File: src/rtl/majority_vote_seq.sv
// majority_vote_seq: N-channel threshold voter with a hysteresis-filtered vote and a one-deep output register.
// Optional build macro MAJ_FAULT_TRACK_EN adds sticky per-channel disagreement flags (fault / fault_clr).
module majority_vote_seq #(
  parameter int N         = 5,
  parameter int THRESH    = 3,
  parameter int HOLD      = 2,
  parameter int FAULT_LIM = 4
) (
  input  logic                       clk,
  input  logic                       rst_n,
  input  logic                       in_valid,
  output logic                       in_ready,
  input  logic [N-1:0]               in_vec,
  output logic                       out_valid,
  input  logic                       out_ready,
  output logic                       out_raw,
  output logic                       out_vote,
  output logic [$clog2(N+1)-1:0]     out_cnt,
  output logic [N-1:0]               fault,
  input  logic                       fault_clr
);

  localparam int CW = $clog2(N+1);

  // Handshake: a sample moves on an edge where valid and ready are both 1. The output
  // register accepts a new sample whenever it is empty or being drained this cycle;
  // ready is forced low while reset is asserted.
  logic          accept;
  logic [CW-1:0] pop_cnt;
  logic          raw_vote;
  logic [3:0]    hold_cnt;
  logic [3:0]    hold_cnt_nxt;
  logic          vote_nxt;

  assign in_ready = rst_n & (~out_valid | out_ready);
  assign accept   = in_valid & in_ready;

  always_comb begin
    pop_cnt = '0;
    for (int i = 0; i < N; i++) begin
      pop_cnt = pop_cnt + CW'(in_vec[i]);
    end
  end

  assign raw_vote = (32'(pop_cnt) >= 32'(THRESH));

  // Filtered vote flips only after HOLD consecutive accepted samples that disagree with it.
  always_comb begin
    hold_cnt_nxt = hold_cnt;
    vote_nxt     = out_vote;
    if (accept) begin
      if (raw_vote == out_vote) begin
        hold_cnt_nxt = '0;
      end else if (hold_cnt == 4'(HOLD - 1)) begin
        vote_nxt     = ~out_vote;
        hold_cnt_nxt = '0;
      end else begin
        hold_cnt_nxt = hold_cnt + 4'd1;
      end
    end
  end

  always_ff @(posedge clk) begin
    if (!rst_n) begin
      out_valid <= 1'b0;
      out_raw   <= 1'b0;
      out_vote  <= 1'b0;
      out_cnt   <= '0;
      hold_cnt  <= '0;
    end else begin
      out_vote <= vote_nxt;
      hold_cnt <= hold_cnt_nxt;
      if (accept) begin
        out_valid <= 1'b1;
        out_raw   <= raw_vote;
        out_cnt   <= pop_cnt;
      end else if (out_ready) begin
        out_valid <= 1'b0;
      end
    end
  end

`ifdef MAJ_FAULT_TRACK_EN
  localparam int DW = 8;

  logic [DW-1:0] dis_cnt [N];

  // Clear takes priority over a simultaneous accept, so that sample is never counted.
  always_ff @(posedge clk) begin
    if (!rst_n || fault_clr) begin
      fault <= '0;
      for (int i = 0; i < N; i++) begin
        dis_cnt[i] <= '0;
      end
    end else if (accept) begin
      for (int i = 0; i < N; i++) begin
        if (in_vec[i] != raw_vote) begin
          if (dis_cnt[i] != DW'(FAULT_LIM)) begin
            dis_cnt[i] <= dis_cnt[i] + 8'd1;
          end
          if (dis_cnt[i] >= DW'(FAULT_LIM - 1)) begin
            fault[i] <= 1'b1;
          end
        end else begin
          dis_cnt[i] <= '0;
        end
      end
    end
  end
`else
  logic unused_fault_clr;

  assign unused_fault_clr = fault_clr;
  assign fault            = '0;
`endif

endmodule

File: config.mk
export PLATFORM = sky130hd
export DESIGN_NAME = majority_vote_seq
export DESIGN_NICKNAME = d
export VERILOG_FILES = /design/src/rtl/majority_vote_seq.sv
export SDC_FILE = /design/constraint.sdc
export NUM_CORES = 1
export LEC_CHECK = 0
export BUFFER_PORTS_ARGS = -buffer_cell sky130_fd_sc_hd__buf_2
export CAP_MARGIN = 0
export CORE_MARGIN = 4
export CORE_UTILIZATION = 30
export DETAILED_ROUTE_END_ITERATION = 10
export GPL_TIMING_DRIVEN = 0
export SKIP_LAST_GASP = 1
export SLEW_MARGIN = 20
export SYNTH_ARGS = -nofsm -noshare
export SYNTH_HDL_FRONTEND = slang
export SYNTH_SLANG_ARGS = --single-unit
File: constraint.sdc
create_clock -name clk -period 4.6 [get_ports clk]
set_input_delay 0.92 -clock clk [delete_from_list [all_inputs] [get_ports clk]]
set_output_delay 0.92 -clock clk [all_outputs]
set_load 0.005 [all_outputs]
; ---- Word-level counts from Yosys, hierarchy flattened
; Cells that the tools add are included.
[totals]
reg_bits = 10
word_cells = 25
in_bits = 10
[classes]
eq_ne = 2
n_reduce_logical = 2
add_sub_neg = 5
bitwise = 6
magnitude_cmp = 1
muxes = 4
[op_table]
columns = op, count
row1 = 2-to-1 mux 4 bit, 2
row2 = adder 3 x 1 -> 3 bit, 2
row3 = adder 4 x 1 -> 4 bit (second input constant), 1
row4 = == test 4 x 1 -> 1 bit (second input constant), 1
row5 = adder 2 x 1 -> 3 bit, 1
row6 = >= comparator 3 x 2 -> 1 bit (second input constant), 1
row7 = NOT 1 bit, 3
row8 = AND reduction 3 bit, 1
row9 = adder 1 x 1 -> 2 bit, 1
row10 = AND 1 bit, 2
row11 = 2-to-1 mux 1 bit, 2
row12 = nonzero test 2 bit, 1
row13 = == test 1 bit, 1
row14 = OR 1 bit, 1

; ---- Longest topological paths before layout
; Gate-level depths: netlist of run 1.
[logic_depth]
word_depth = 8
depth_mapped = 9
mapped_depth_nobuf = 9

; ---- Worst setup path before layout of run 1
; OpenSTA, ideal clock, no wires.
[synth_timing]
kind = input to register
from = input in_vec[0]
to = register hold_cnt[3]
arrival_time_ns = 2.687
cell_stages = 9
path_slack_ns = 1.839
setup_ns = 0.074
cell_sequence = inv_1 > fa_1 > fa_1 > inv_1 > ha_1 > a21oi_4 > xnor2_2 > nand3_1 > a31oi_1
[synth_between]
elab_chain_len = 7
[synth_lines]
columns = element, line_no
row1 = start: declaration, 13  ; input logic [N-1:0] in_vec,
row2 = adder 1 x 1 -> 2 bit, 41  ; pop_cnt = pop_cnt + CW'(in_vec[i]);
row3 = adder 2 x 1 -> 3 bit, 41
row4 = adder 3 x 1 -> 3 bit (2 in series), 41
row5 = named net pop_cnt[1], 29  ; logic [CW-1:0] pop_cnt;
row6 = >= comparator 3 x 2 -> 1 bit, 45  ; assign raw_vote = (32'(pop_cnt) >= 32'(THRESH));
row7 = == test 1 bit, 52  ; if (raw_vote == out_vote) begin
row8 = 2-to-1 mux 4 bit, 52
row9 = end signal: assignment, 72  ; hold_cnt <= hold_cnt_nxt;
row10 = end: declaration, 31  ; logic [3:0] hold_cnt;
; The timed path passes the listed nets, and every way through them passes these cells.
; A chain may end at the register's enable or synchronous reset.

; ---- Final worst setup path of run 1
; Same ends and word-level chain as after synthesis.

==> run_results.csv, run 1 <==
group,metric,value,unit
run_status,status,"complete, no violations",
synth,syn_area,628.1,um^2
routing,dr.max_layer_used,"met4",
critical_path,end_kind,"flip-flop",
power_and_ir_drop,powerDensity,301.6,nW/um^2
routing,met3RoutedLength,93,um
critical_path,r2r_start,"hold_cnt[0]$_SDFFE_PN0P_",
critical_path,crit_fanout,6,
cts,clock-sinks,10,
place,place_congestion,0.6763,
critical_path,timing.rr.end,"hold_cnt[1]$_SDFFE_PN0P_",
synth,syn_area_per_cell,8.973,um^2
cts,cts-buffers-inserted,3,
floorplanning,core-area,1982,um^2
cts,cts_resized,0,
cts,htreeDepth,1,
floorplanning,die_h,53.76,um
timing,fin_crit,2682,ps
routing,ant_nets,0,
synth,yosysTopAreaCellShare,31.87,%
timing,tns,0,ps
synth,yosys-top-cells-area,"dfxtp_1, inv_1, fa_1",
routing,drc,0,
timing,max_freq,372.8,MHz
cts,cts_tree,"yes",
power_and_ir_drop,power,237.7,uW
cts,clockBufferDepth,2,
critical_path,crit_end,"hold_cnt[3]$_SDFFE_PN0P_",
power_and_ir_drop,leakagePower,0.0003985,uW
cts,root_buffer,"clkbuf_4",
critical_path,cp-startpoint,"in_vec[0]",
floorplanning,io_pins,22,
timing,finalSetupViolations,0,
finish,antenna_cells,0,
cts,hold_buffers,0,
place,port_buffers,15,
critical_path,crit_required,4800,ps
synth,postSynthCellCount,70,
global_routing,grt_overflow_total,0,
timing,hold_viol_final,0,
critical_path,arrival,2880,ps
synth,synth_cell_types,27,
routing,dr.pass1.iters,5,
timing,slew_violations,0,
floorplanning,rows,16,
routing,m1WireLength,505,um
timing,setup_ws,1918,ps
finish,area.growth.synth_to_final,25.50,%
floorplanning,fp.dieW,53.76,um
finish,nets,109,
routing,num_vias,507,
finish,regArea,200.2,um^2
finish,multiInputGateArea,349.1,um^2
routing,wl_per_cell,9.233,um
routing,drt-initial-drc-count,11,
finish,final_layout_size_suffix_gt1_share,36.56,%
cts,clk_pin_slew_worst_paths,80,ps
global_routing,grt_max_degree,9,
floorplanning,start_util,31.69,%
critical_path,path_class,"in -> reg",
finish,nFillCells,199,
cts,postCtsSetupBuffers,0,
finish,post-route-util,39.77,%
min_path,hold_class,"reg -> reg",
floorplanning,dieArea,2890,um^2
timing,fin_hold_ws,461.5,ps
critical_path,rrSetupSlack,3310,ps
critical_path,cp-start-kind,"primary input",
timing,rsz0062_at_grt,"no",
routing,viasPerCell,4.225,
timing,finClkSkew,6.115,ps
global_routing,grt_usage,8.824,%
global_routing,grt_pass1_wl,1828,um
global_routing,grt_antenna_before_repair,0,
routing,wl,1108,um
synth,ys_ff_latch,10,
routing,met2_length,489,um
global_routing,grt_pass1_vias,455,
synth,ys.warnings.count,0,
place,dp_hpwl,877.8,um
place,preCtsSetupSlack,1632,ps
timing,fin_crit_sh,58.31,%
synth,yosysTopAreaCell,"dfxtp_1",
power_and_ir_drop,irDropWorstVdd,0.08807,mV
cts,clock_latency,270,ps
critical_path,r2r_cells,5,
synth,synth_seq_area_share,31.87,%
flow_run,max-cap-violations,0,
flip-flops by register name, summed over array words and instances (netlist names):
name       cells
hold_cnt       4
out_cnt        3
out_raw        1
out_valid      1
out_vote       1
kinds of logic after synthesis:
group / share of synthesized area [%]
XOR/XNOR: 2.590
other: 0.5970
AND/OR/NAND/NOR: 23.91
flip-flops: 31.87
AO/OA/AOI/OAI: 13.74
buffers and inverters: 14.94
adder cells (fa/ha/maj): 12.35
critical path, stage by stage:
cell and delay (ps):
buf_2 70, inv_1 40, fa_1 480, fa_1 370, inv_1 60, ha_1 260, a21oi_4 200, xnor2_2 190
nand3_1 120, a31oi_1 160
synthesized netlist by cell type:
master and n:
a31oi_1 2, and2_2 1, inv_1 12, nand4b_1 1
nand3_2 1, nand3b_1 1, nand3_1 6, nor3b_4 1
nor2_2 1, dfxtp_1 10, nand2_1 7, a21oi_2 1
a21oi_4 1, fa_1 2, a21oi_1 1, a32oi_1 1
ha_1 3, a311oi_2 1, o21ai_1 1, xnor2_2 1
conb_1 1, buf_6 1, buf_4 5, and3_1 1
a211oi_1 2, nand2b_4 1, nor2_1 4
per-layer routing:
layer	GRT usage (%)	up-vias
met2	12.90	21
met5	0	-
met1	11.45	219
met4	6.383	0
met3	1.662	2
li1	-	265
stage by stage:
step	instance area (um^2)	std cells
2_1_floorplan	643.1	74
3_3_place_gp	752.0	116
3_5_place_dp	752.0	116
4_1_cts	788.3	120
5_1_grt	788.3	120
6_report	788.3	120
worst min-delay path by stage:
stage	cells after the start	endpoint	slack [ps]	startpoint
floorplan	2	out_cnt[1]$_SDFFE_PN0P_	450	out_cnt[1]$_SDFFE_PN0P_
global placement	2	out_cnt[2]$_SDFFE_PN0P_	450	out_cnt[2]$_SDFFE_PN0P_
detailed placement	2	out_cnt[1]$_SDFFE_PN0P_	450	out_cnt[1]$_SDFFE_PN0P_
CTS	2	out_cnt[1]$_SDFFE_PN0P_	470	out_cnt[1]$_SDFFE_PN0P_
global route	2	out_cnt[2]$_SDFFE_PN0P_	490	out_cnt[2]$_SDFFE_PN0P_
finish	2	out_cnt[2]$_SDFFE_PN0P_	460	out_cnt[2]$_SDFFE_PN0P_
placed cells by master, fill, tap and decap left out, types with 3 or more instances in the layout:
master and count:
buf_2 15, inv_1 12, dfxtp_1 10, nand2_1 7, nand3_1 6, buf_4 5, conb_1 5, nor2_1 4
ha_1 3, clkbuf_4 3
area by class of cell:
class	count	share of cell area, %
well taps	27	4.286
inverters	12	5.714
flip-flops and latches	10	25.40
clock buffers	4	4.603
multi-input cells	46	44.29
plain buffers	6	6.190
repair buffers	15	9.524
power by group:
part           total [uW]  internal [uW]  switching, uW  leakage [uW]
Sequential           96.5           92.1           4.40     0.0000817
Clock                81.2           48.0           33.1     0.0000210
Combinational        60.0           28.1           31.9      0.000296
No activity file was read; power rests on OpenSTA's default activity.
==> run 2: changes to the inputs <==
ABC_AREA = 1   (was default)
clock period = 2.35 ns   (was 4.6 ns; I/O delays follow)
==> run_results.csv, run 2 <==
group,metric,value,unit
run_status,status,"complete, no violations",
synth,postSynthCellCount,85,
synth,ys_ff_latch,10,
min_path,hold_class,"reg -> reg",
floorplanning,die_h,53.67,um
cts,clk_pin_slew_worst_paths,60,ps
finish,final_cell_mix,"nand2_1, inv_1, buf_2",
floorplanning,core-area,1962,um^2
finish,area.growth.synth_to_final,23.40,%
critical_path,crit_required,2500,ps
timing,finalSetupViolations,0,
power_and_ir_drop,powerDensity,503.4,nW/um^2
timing,fin_crit_sh,89.67,%
critical_path,timing.rr.end,"hold_cnt[2]$_SDFFE_PN0P_",
min_path,holdPathStages,2,
floorplanning,rows,16,
cts,root_buffer,"clkbuf_4",
critical_path,arrival,2260,ps
floorplanning,start_util,31.89,%
global_routing,grt_antenna_before_repair,0,
routing,ant_nets,0,
cts,cts-buffers-inserted,3,
routing,drt-initial-drc-count,4,
flow_run,max-cap-violations,0,
timing,max_freq,474.5,MHz
min_path,holdCritStartpoint,"out_cnt[1]$_SDFFE_PN0P_",
timing,slew_violations,0,
timing,finClkSkew,2.041,ps
finish,layout_commonest_cell,"nand2_1",
critical_path,cp-startpoint,"in_vec[0]",
routing,wl,1174,um
finish,largest_reg_flops,4,
synth,yosys-top-cells-area,"dfxtp_1, nand2_1, inv_1",
cts,cts_tree,"yes",
synth,yosysTopAreaCell,"dfxtp_1",
synth,synth_edf_count,0,
critical_path,cp-start-kind,"primary input",
global_routing,grt_pass1_vias,488,
place,place_congestion,0.6791,
routing,num_vias,542,
synth,yosysTopAreaCellShare,32.00,%
global_routing,grt_pass1_wl,1966,um
timing,fin_hold_ws,462.2,ps
floorplanning,io_pins,22,
cts,clock-sinks,10,
critical_path,crit_fanout,4,
synth,ys.warnings.count,0,
timing,rsz0062_at_grt,"no",
finish,multiInputGateArea,327.8,um^2
cts,clockBufferDepth,2,
finish,fin_cells,134,
finish,nets,124,
finish,largest-register,"hold_cnt",
floorplanning,dieArea,2880,um^2
timing,hold_viol_final,0,
cts,postCtsSetupBuffers,0,
timing,tns,0,ps
timing,fin_crit,2107,ps
synth,async_reset_ff_share,0,%
cts,cts_resized,0,
floorplanning,fp.dieW,53.67,um
routing,wl_per_cell,8.761,um
synth,synth_seq_area_share,32.00,%
critical_path,r2r_cells,6,
power_and_ir_drop,irDropWorstVdd,0.2241,mV
place,port_buffers,15,
synth,synth_common_cells,"nand2_1, inv_1, dfxtp_1",
synth,synth_cell_types,20,
critical_path,end_kind,"flip-flop",
cts,hold_buffers,0,
global_routing,grt_max_degree,11,
finish,nFillCells,237,
cts,htreeDepth,1,
critical_path,path_class,"in -> reg",
place,dp_hpwl,1007,um
finish,regArea,200.2,um^2
routing,dr.pass1.iters,4,
place,preCtsSetupSlack,-49.31,ps
finish,antenna_cells,0,
power_and_ir_drop,leakagePower,0.0004029,uW
place,place_inst,131,
cts,clock_latency,260,ps
critical_path,r2r_start,"hold_cnt[0]$_SDFFE_PN0P_",
synth,synthMostInstantiatedCell,"nand2_1",
synth,syn_area,625.6,um^2
global_routing,grt_overflow_total,0,
synth,synth_flop_cell,"dfxtp_1",
critical_path,rrSetupSlack,1130,ps
routing,drc,0,
global_routing,grt_usage,9.661,%
synth,syn_area_per_cell,7.360,um^2
finish,largestRegisters,"hold_cnt (4), out_cnt (3)",
finish,final_layout_size_suffix_gt1_share,28.04,%
routing,viasPerCell,4.045,
timing,setup_ws,242.7,ps
min_path,holdPathEnd,"out_cnt[1]$_SDFFE_PN0P_",
-- run 2: area by class of cell --
| class | instances | area share [%] |
|---|---|---|
| Sequential cell | 10 | 25.93 |
| Buffer | 6 | 6.321 |
| Multi-Input combinational cell | 56 | 42.46 |
| Clock buffer | 3 | 2.917 |
| Inverter | 17 | 8.266 |
| Timing Repair Buffer | 15 | 9.724 |
| Tap cell | 27 | 4.376 |
-- run 2: how the worst max path moves through the flow --
stage,to,slack (ps),cells past startpoint
2_1_floorplan,hold_cnt[0]$_SDFFE_PN0P_,180,11
3_3_place_gp,hold_cnt[2]$_SDFFE_PN0P_,-30,12
3_5_place_dp,hold_cnt[2]$_SDFFE_PN0P_,-50,12
4_1_cts,hold_cnt[2]$_SDFFE_PN0P_,240,12
5_1_grt,hold_cnt[2]$_SDFFE_PN0P_,80,12
6_report,hold_cnt[2]$_SDFFE_PN0P_,240,12
-- run 2: cell families after synthesis --
group           after synthesis  synth area share, %
simple gates                 38                26.60
fa+ha+maj                     5                12.40
compound gates                7                8.999
buf+inv                      23                18.00
flops                        10                32.00
other cells                   1               0.5994
xor+xnor                      1                1.400
-- run 2: per-layer routing --
layer / wire (um) / share of wire (%) / GRT usage, % / vias up
li1: - / - / - / 294
met1: 476 / 41 / 10.52 / 230
met2: 561 / 48 / 15.12 / 14
met3: 102 / 8.7 / 3.324 / 4
met4: 34 / 2.9 / 7.660 / 0
met5: 0 / 0 / 0 / -
-- run 2: per-stage QoR --
| stage | instance area (um^2) | power (uW) | utilization (%) |
|---|---|---|---|
| 4_1_cts | 772.0 | 397.9 | 39.35 |
| 2_1_floorplan | 640.6 | 251.4 | - |
| 5_1_grt | 772.0 | 419.3 | 39.35 |
| 3_5_place_dp | 749.5 | 280.4 | 38.20 |
| 3_3_place_gp | 749.5 | 277.3 | 38.20 |
| 6_report | 772.0 | 388.7 | 39.35 |
-- run 2: worst max-delay path, stage by stage --
cell and delay [ps]:
buf_2 70, inv_1 40, fa_1 490, fa_1 370, inv_1 60, ha_1 230, nand2_1 90, nand2_1 80
nand2_1 60, nand3_1 70, nand2_1 170, nor2_1 60
-- run 2: power by group --
part	total [uW]	switching, uW	internal, uW
Combinational	88.3	49.2	39.0
Sequential	187	7.13	179
Clock	114	54.8	59.0
==> run 3: changes to the inputs <==
CORE_UTILIZATION = 42   (was 30)
HOLD_SLACK_MARGIN = 0.15   (was default)
PLACE_DENSITY = 0.72   (was default)
==> run_results.csv, run 3 (synthesis results as in run 2) <==
group,metric,value,unit
routing,wl,1111,um
place,place_congestion,0.7232,
min_path,holdPathEnd,"out_cnt[0]$_SDFFE_PN0P_",
routing,drt-initial-drc-count,8,
routing,wl_per_cell,9.107,um
routing,drc,0,
critical_path,r2r_start,"hold_cnt[0]$_SDFFE_PN0P_",
timing,fin_crit_sh,89.26,%
critical_path,path_class,"in -> reg",
critical_path,cp_common_cell,"nand2_1",
floorplanning,core-area,1350,um^2
cts,cts_tree,"yes",
cts,htreeDepth,1,
min_path,hold_class,"reg -> reg",
cts,clk_pin_slew_worst_paths,60,ps
run_status,status,"complete, no violations",
flow_run,max-cap-violations,0,
global_routing,grt_pass1_wl,1945,um
cts,clock_latency,260,ps
power_and_ir_drop,powerDensity,510.6,nW/um^2
timing,max_freq,476.7,MHz
finish,final_layout_size_suffix_gt1_share,28.04,%
floorplanning,fp.dieW,46.60,um
place,preCtsSetupSlack,-29.36,ps
floorplanning,die_h,46.60,um
critical_path,crit_buf_inv,3,
critical_path,cpLargestDelayFamily,"adder cells",
timing,finClkSkew,5.347,ps
critical_path,crit_chain,"buf_2, inv_1, fa_1, fa_1, inv_1, ha_1, nand2_1, nand2_1, nand2_1, nand3_1, nand2_1, nor2_1",
timing,hold_viol_final,0,
critical_path,end_kind,"flip-flop",
timing,fin_crit,2098,ps
global_routing,grt_usage,12.76,%
global_routing,grt_pass1_vias,464,
floorplanning,start_util,46.34,%
place,place_inst,119,
routing,met2_length,498,um
finish,nets,124,
power_and_ir_drop,leakagePower,0.0004029,uW
cts,clockBufferDepth,2,
critical_path,crit_required,2500,ps
critical_path,cp_slowest_stage_delay,490,ps
place,port_buffers,15,
routing,m1WireLength,505,um
min_path,holdCritStartpoint,"out_cnt[0]$_SDFFE_PN0P_",
floorplanning,io_pins,22,
critical_path,timing.rr.end,"hold_cnt[0]$_SDFFE_PN0P_",
cts,clock-sinks,10,
routing,met3RoutedLength,108,um
power_and_ir_drop,irDropWorstVdd,0.2799,mV
critical_path,crit_fanout,4,
global_routing,grt_overflow_total,0,
finish,largestRegisters,"hold_cnt (4), out_cnt (3)",
timing,fin_hold_ws,461.3,ps
critical_path,r2r_cells,6,
critical_path,rrSetupSlack,1190,ps
place,dp_hpwl,902.6,um
critical_path,path_depth,12,
critical_path,slowest_stage,"fa_1",
global_routing,grt_antenna_before_repair,0,
finish,largest-register,"hold_cnt",
cts,postCtsSetupBuffers,0,
global_routing,grt_max_degree,11,
routing,dr.pass1.iters,4,
routing,num_vias,531,
timing,finalSetupViolations,0,
routing,dr.max_layer_used,"met3",
routing,viasPerCell,4.352,
finish,antenna_cells,0,
finish,largest_reg_flops,4,
floorplanning,dieArea,2171,um^2
cts,cts_resized,0,
floorplanning,rows,13,
cts,root_buffer,"clkbuf_4",
min_path,holdPathStages,2,
cts,hold_buffers,0,
timing,slew_violations,0,
cts,cts-buffers-inserted,3,
finish,final_cell_mix,"nand2_1, inv_1, buf_2",
critical_path,arrival,2250,ps
finish,layout_commonest_cell,"nand2_1",
timing,setup_ws,252.4,ps
critical_path,cp-start-kind,"primary input",
finish,area.growth.synth_to_final,21.00,%
timing,rsz0062_at_grt,"no",
routing,ant_nets,0,
finish,fin_cells,122,
## run 3: cell counts in the layout (fill, tap and decap cells not counted)
No cell type changed its count.
## run 3: how the worst max path moves through the flow
stage | endpoint | start | slack [ps]
floorplan | hold_cnt[0]$_SDFFE_PN0P_ | in_vec[0] | 180
global placement | hold_cnt[1]$_SDFFE_PN0P_ | in_vec[0] | -8
detailed placement | hold_cnt[0]$_SDFFE_PN0P_ | in_vec[0] | -30
CTS | hold_cnt[1]$_SDFFE_PN0P_ | in_vec[0] | 250
global route | hold_cnt[2]$_SDFFE_PN0P_ | in_vec[0] | 110
finish | hold_cnt[0]$_SDFFE_PN0P_ | in_vec[0] | 250
## run 3: per-stage QoR
step / TNS, ps / area [um^2] / total power, uW / util (%)
after floorplan: 0 / 640.6 / 251.4 / -
after global routing: 0 / 757.0 / 419.8 / 56.07
final: 0 / 757.0 / 386.5 / 56.07
after detailed placement: -96.91 / 734.5 / 278.6 / 54.40
after global placement: -17.72 / 734.5 / 276.5 / 54.40
after CTS: 0 / 757.0 / 395.6 / 56.07
## run 3: cell type report
cell class / instances / area [um^2]
buffer: 6 / 48.80
multi-input combinational: 56 / 327.8
fill: 143 / 593.1
clock buffer: 3 / 22.52
tap: 15 / 18.77
sequential: 10 / 200.2
inverter: 17 / 63.81
timing repair buffer: 15 / 75.07
## run 3: per-layer routing
metal  up-vias  track usage [%]
li1        292                -
met1       220            16.94
met2        19            19.23
met3         0            5.859
met4         0            1.705
met5         -                0
## run 3: tightest hold or removal path, cell delays in order, from the launching register on
cell	delay, ps
dfxtp_1	310
nand2_1	60
a21oi_1	50
## run 3: power by group
group          switching (uW)  internal [uW]
Clock                    53.5           58.9
Combinational            49.2           38.6
Sequential               6.82            179
Total                     110            277
